===== src/rtl/address_generator_pkg.sv =====
// Address-select codes and vector-fetch state encodings shared by address_generator and instruction_decode.
// Pure declarations: no latency, no flow control.
package address_generator_pkg;

    localparam logic [1:0] ADR_SEL_PC  = 2'd0;
    localparam logic [1:0] ADR_SEL_MEM = 2'd1;
    localparam logic [1:0] ADR_SEL_ALU = 2'd2;
    localparam logic [1:0] ADR_SEL_RSV = 2'd3;

    typedef enum logic [1:0] {
        V_LO  = 2'd0,
        V_HI  = 2'd1,
        V_RUN = 2'd2
    } vec_state_t;

endpackage


===== src/rtl/address_generator_program_counter.sv =====
// 16-bit program counter: load has priority over increment, otherwise hold.
// One-cycle update; rdy=0 freezes the register, res clears it regardless of rdy.
module program_counter (
    input  logic        clk,
    input  logic        res,
    input  logic        rdy,
    input  logic        i_load,
    input  logic        i_inc,
    input  logic [15:0] i_load_value,
    output logic [15:0] o_pc
);

    logic [15:0] r_pc;

    always_ff @(posedge clk) begin
        if (res) begin
            r_pc <= 16'h0000;
        end else if (rdy) begin
            if (i_load) begin
                r_pc <= i_load_value;
            end else if (i_inc) begin
                r_pc <= r_pc + 16'd1;
            end
        end
    end

    assign o_pc = r_pc;

endmodule


===== src/rtl/address_generator.sv =====
// Fetches the reset vector into PC, then drives the address bus from PC / decoder address / zero-page ALU result.
// Vector load takes 2 rdy-qualified cycles after reset; address is combinational; rdy=0 freezes all state.
module address_generator
    import address_generator_pkg::*;
#(
    parameter logic [15:0] RESET_VECTOR = 16'hFFFC
) (
    input  logic        clk,
    input  logic        res,
    input  logic        rdy,
    input  logic        pc_enable,
    input  logic        pc_load,
    input  logic [15:0] pc_load_value,
    input  logic [1:0]  address_select,
    input  logic [15:0] memory_address,
    input  logic [7:0]  alu_result,
    input  logic [7:0]  data_in,
    output logic [15:0] address,
    output logic [15:0] pc,
    output logic        vector_done
);

    vec_state_t  r_state;
    vec_state_t  w_state_nxt;
    logic        w_pc_load;
    logic        w_pc_inc;
    logic [15:0] w_pc_load_value;
    logic [15:0] w_pc;

    always_ff @(posedge clk) begin
        if (res) begin
            r_state <= V_LO;
        end else if (rdy) begin
            r_state <= w_state_nxt;
        end
    end

    // Vector bytes go through the PC load path, merged with the half already held.
    always_comb begin
        w_state_nxt     = r_state;
        w_pc_load       = 1'b0;
        w_pc_inc        = 1'b0;
        w_pc_load_value = pc_load_value;
        address         = w_pc;
        vector_done     = 1'b0;
        case (r_state)
            V_LO: begin
                address         = RESET_VECTOR;
                w_pc_load       = 1'b1;
                w_pc_load_value = {w_pc[15:8], data_in};
                w_state_nxt     = V_HI;
            end
            V_HI: begin
                address         = RESET_VECTOR + 16'd1;
                w_pc_load       = 1'b1;
                w_pc_load_value = {data_in, w_pc[7:0]};
                w_state_nxt     = V_RUN;
            end
            V_RUN: begin
                vector_done = 1'b1;
                w_pc_load   = pc_load;
                w_pc_inc    = pc_enable;
                case (address_select)
                    ADR_SEL_PC:  address = w_pc;
                    ADR_SEL_MEM: address = memory_address;
                    ADR_SEL_ALU: address = {8'h00, alu_result};
                    ADR_SEL_RSV: address = w_pc;
                    default:     address = w_pc;
                endcase
            end
            default: begin
                w_state_nxt = V_LO;
            end
        endcase
    end

    program_counter u_pc (
        .clk          (clk),
        .res          (res),
        .rdy          (rdy),
        .i_load       (w_pc_load),
        .i_inc        (w_pc_inc),
        .i_load_value (w_pc_load_value),
        .o_pc         (w_pc)
    );

    assign pc = w_pc;

endmodule

===== config.mk =====
export PLATFORM = sky130hd
export DESIGN_NAME = address_generator
export DESIGN_NICKNAME = d
export VERILOG_FILES = /design/src/rtl/address_generator_pkg.sv /design/src/rtl/address_generator_program_counter.sv /design/src/rtl/address_generator.sv
export SDC_FILE = /design/constraint.sdc
export NUM_CORES = 1
export LEC_CHECK = 0
export CAP_MARGIN = 20
export CORE_ASPECT_RATIO = 1.4
export CORE_MARGIN = 8
export CORE_UTILIZATION = 35
export CTS_CLUSTER_SIZE = 10
export DETAILED_ROUTE_END_ITERATION = 10
export PLACE_DENSITY = 0.83
export SYNTH_ARGS = -nofsm -noshare
export SYNTH_HDL_FRONTEND = slang
export SYNTH_SLANG_ARGS = --single-unit

===== constraint.sdc =====
create_clock -name clk -period 1.8 [get_ports clk]
set_input_delay 0.27 -clock clk [delete_from_list [all_inputs] [get_ports clk]]
set_output_delay 0.27 -clock clk [all_outputs]
set_load 0.03 [all_outputs]

Yosys cells after proc, flatten, opt, wreduce, memory -nomap -nowiden
Cells that the tools add are included.
{"block": "word_totals", "regBits": 18, "latchBits": 0, "mem_bits_rw": 0, "rom_bits": 0, "in_bits": 55, "output_inout_bits": 33, "wordCells": 29, "mem_count": 0}
{"block": "classes", "add_sub_neg": 1, "multipliers": 0, "div": 0, "order_cmp": 0, "eq_ne": 7, "shift": 0, "n_mux": 9, "n_bitwise": 1, "n_reduce_logical": 8}
{"operator": "16-bit case mux with 3 select lines", "count": 2}
{"operator": "16-bit 2-to-1 mux", "count": 2}
{"operator": "16-bit case mux with 2 select lines", "count": 1}
{"operator": "16-bit by 1-bit adder with 16-bit output (second input constant)", "count": 1}
{"operator": "2-bit equality test (second input constant)", "count": 3}
{"operator": "2-bit case mux with 3 select lines", "count": 1}
{"operator": "3-bit AND reduction", "count": 2}
{"operator": "2-bit by 1-bit equality test with 1-bit output (second input constant)", "count": 2}
{"operator": "2-bit logical NOT", "count": 2}
{"operator": "2-bit != test (second input constant)", "count": 2}
{"operator": "2-bit OR reduction", "count": 2}
{"operator": "1-bit 2-to-1 mux", "count": 2}
{"operator": "1-bit case mux with 2 select lines", "count": 1}
{"operator": "2-bit AND reduction", "count": 1}
{"operator": "2-bit nonzero test", "count": 1}
{"operator": "1-bit inverter", "count": 1}

Longest topological paths before layout
{"block": "depth", "depth_word": 5, "depth_mapped": 8, "depth_no_buf": 7}

Hierarchy
Synthesis repeated with hierarchy kept, for this count alone.
{"block": "unflattened", "cells_unflattened": 248, "hier_area_um2": 1834.3}
{"module": "program_counter", "n_inst": 1, "cells_per_inst": 131, "area_each_um2": 1047.3, "seq_area_each_um2": 320.3}
{"module": "address_generator", "n_inst": 1, "cells_per_inst": 117, "area_each_um2": 787.0, "seq_area_each_um2": 40.0}

Worst setup path after synthesis
OpenSTA, ideal clock, no wires.
{"block": "synth_path", "kind": "input-to-output", "from": "in address_select[1]", "to": "out address[0]", "t_arrival_ns": 1.698, "t_required_ns": 1.530, "path_slack_ns": -0.168, "path_stages": 7, "path_buffers": 1, "cell_sequence": "inv_1 ha_1 clkbuf_1 nand2_1 o21ai_0 a22oi_1 o21ai_0"}
{"block": "synth_via", "elab_chain_cells": 4, "word_cells_on_any_way": 7, "classes_between": "3 x eq/ne; 2 x mux; 2 x reduce/logical"}
{"element": "from (decl)", "line_no": "address_generator.sv:14", "source": "input logic [1:0] address_select,"}
{"element": "2-bit equality test or 2-bit logical NOT (tied branches)", "line_no": "address_generator.sv:63", "source": "case (address_select)"}
{"element": "2-bit OR reduction (no source line)"}
{"element": "16-bit case mux with 3 select lines (*)", "line_no": "address_generator.sv:63"}
{"element": "16-bit case mux with 3 select lines (*)", "line_no": "address_generator.sv:46", "source": "case (r_state)"}
{"element": "to (decl)", "line_no": "address_generator.sv:18", "source": "output logic [15:0] address,"}
Mark *: on every way between the ends. The rest lies on a longest branch, timed or not.

Final worst setup path
{"block": "layout_path", "from": "in address_select[0]", "to": "out address[3]"}
Same word-level chain as after synthesis.

==> impl_results.md <==
- Failing checks: setup timing
- RSZ-0062 raised after global routing: true
- Clk buf depth: 2
- Worst R2R End: u_pc.o_pc[8]$_SDFFE_PP0P_
- TritonRoute pass-1 iters: 4
- Vias in the first global route: 2242
- Slew Viols, Final: 0
- Worst Setup Path Type: in2out
- Std-Cell Core Area: 0.00450 mm²
- P_int: 1.05 mW
- Leak: 1.09 nW
- Min Hold Slack: 539 ps
- Final net count: 386
- Post-DP HPWL: 5340 µm
- Register-to-Register Setup Slack: 130 ps
- Final-report hold violation count: 0
- Main flop type after synthesis: dfxtp_1
- FP Rows: 29
- VDD IR max: 0.000297 V
- Slew margin rel.: 75.9%
- IO Pins: 88
- Wire per inst: 17.4 µm
- Fmax: 530 MHz
- Die span in x: 73.4 µm
- Routed via count: 2254
- # DRC: 0
- CP Max Fanout: 5
- Sw frac: 36.9%
- Cts hold-fix bufs: 0
- Max Cap Viol: 0
- # clock sinks: 18
- Layout cells sized above 1: 25.7%
- GP Congestion: 0.908
- Synthesized cell area: 0.00161 mm²
- Hold Crit Start: u_pc.o_pc[6]$_SDFFE_PP0P_
- Clock Pin Slew Worst Setup and Hold Paths: 70 ps
- Worst EP required: 1530 ps
- Reg2reg path depth: 7
- Total GRT Usage: 18.8%
- Fin util: 63.8%
- Post-Synthesis Cells: 221
- CTS root buffer: clkbuf_8
- H-tree depth: 1
- Hold path cells: 2
- Netlist cell types: 47
- Setup TNS Final: -897 ps
- Min Tclk post-route: 1890 ps
- Layout area overhead: 78.0%
- # setup viols final: 15
- Initial antenna violation count: 0
- Setup WS post-layout: -86.0 ps
- DR iter-0 viols: 163
- Cell Pwr Density: 581 mW/mm²
- Mapped Avg Cell Area: 7.30 µm²
- Vias per inst: 5.79
- Final Skew: 2.89 ps
- Register area share after synthesis: 22.3%
- Clock power frac: 20.4%
- Final WL: 6790 µm
- Largest net degree at the start of global routing: 19
- First-pass GRT wire length: 10700 µm
- CP startpoint kind: primary input
- Seq pwr share: 28.6%
- Hold Path Class: reg2reg
- Initial Utilization: 35.8%
- Crit end category: output pin
- GRT overflow: 0
- Post-Syn Nets: 279
- Synthesis Warnings: 0
- DRT antenna net count: 0
- Sw power: 0.615 mW
- Synth Register Bits: 18
- Skew-Pair Late Insertion Delay: 260 ps
- Asr flop ratio synth: 0%
- Worst hold endpoint: u_pc.o_pc[6]$_SDFFE_PP0P_
- Num CTS Buffers: 3
- Antenna cells: 0
- Combinational share of power: 51.0%
- CP arrival: 1620 ps
- Final Cycle Share: 105%
- CTS tree: yes
- Die height: 96.3 µm
- Status: finished, violations left
- Die ar.: 0.00707 mm²
- Slew @ Worst Pin: 358 ps
- Reg-to-reg startpoint: r_state[1]$_SDFFE_PP0P_
- IO buf count: 87
- EDFF count, synth: 0
-- cell families after synthesis --
family | after synthesis | share of synthesized area (%)
xor+xnor | 1 | 0.543
simple gates | 72 | 23.4
compound gates | 100 | 43.0
buf+inv | 26 | 7.84
fa+ha+maj | 3 | 2.33
mux | 1 | 0.621
flops | 18 | 22.3
-- cells in the final DEF (no fill, tap or decap), types with 3 or more instances in the layout --
cell,instances
nand3_1,5
nor3_1,4
inv_1,3
buf_4,32
inv_2,3
nor2b_1,3
clkbuf_8,4
o32ai_1,3
a221o_2,8
dfxtp_1,16
a22o_1,5
nor4_1,3
nand2_1,19
buf_6,20
nor2_1,19
o21ai_0,27
a211oi_1,4
o21ai_1,3
a21oi_1,19
a221o_1,10
clkdlybuf4s50_1,67
a22oi_1,10
-- layout make-up --
class,count,area (µm²)
tap,62,77.6
timing repair buffer,121,1160
clock buffer,4,55.1
fill,407,1630
multi-input combinational,177,1180
inverter,7,28.8
sequential,18,363
-- registers in the layout (all words and copies together) (netlist names) --
signal / cells
u_pc.o_pc: 16
r_state: 2
-- through the flow --
step | instance area [µm²] | worst slack [ps] | total power, mW | cells
final | 2870 | -86.0 | 1.67 | 389
after global routing | 2870 | -116 | 1.75 | 389
after CTS | 2860 | -114 | 1.66 | 389
after detailed placement | 2730 | -1050 | 1.29 | 383
after global placement | 2730 | -1010 | 1.28 | 383
after floorplan | 1660 | 5.07 | 0.913 | 221
-- power by group through the flow --
stage | Clock (mW) | Sequential (mW) | Combinational [mW]
after global placement | 0 | 0.483 | 0.792
final | 0.340 | 0.477 | 0.851
after floorplan | 0 | 0.545 | 0.369
after global routing | 0.359 | 0.481 | 0.907
after CTS | 0.339 | 0.476 | 0.844
after detailed placement | 0 | 0.485 | 0.805
-- how the worst max path moves through the flow --
| stage | from | to | cells after the start |
|---|---|---|---|
| 6_report | address_select[0] | address[3] | 8 |
| 5_1_grt | address_select[0] | address[12] | 8 |
| 4_1_cts | address_select[0] | address[3] | 8 |
| 3_5_place_dp | address_select[1] | address[5] | 9 |
| 3_3_place_gp | address_select[1] | address[5] | 9 |
| 2_1_floorplan | address_select[0] | address[10] | 7 |
-- routing by layer --
layer	vias up	GRT usage, %	share of wire [%]
li1	1066	-	-
met1	1045	20.8	38
met5	-	0	0
met2	130	35.2	53
met3	13	3.44	7.8
met4	0	5.85	1.4
-- worst max-delay path, stage by stage --
cell     delay [ps]
buf_8           100
inv_4            50
ha_4            180
nor2b_4         120
or2_4           250
buf_6           130
a221o_2         360
buf_6           140
-- cell usage after synthesis, types with 4 or more instances --
library cell,count,area (µm²)
nor3_1,4,20.0
nand2_1,19,71.3
a22o_1,5,43.8
a221o_1,18,180
a21oi_1,19,95.1
nand3_1,5,25.0
a211oi_1,4,30.0
a22oi_1,10,75.1
inv_1,5,18.8
dfxtp_1,18,360
o21ai_0,29,145
clkbuf_1,6,22.5
nor2b_1,5,31.3
nor2_1,20,75.1
buf_2,8,40.0
-- repair_timing --
item | in CTS | in global routing
endpoints found under the setup margin | 16 | 26
gates resized for setup | 114 | 5
pin swaps | 8 | 2
gates cloned | 1 | 0
endpoints found under the hold margin | 0 | 0
setup buffers | 1 | 0
No activity file was read; power rests on OpenSTA's default activity.
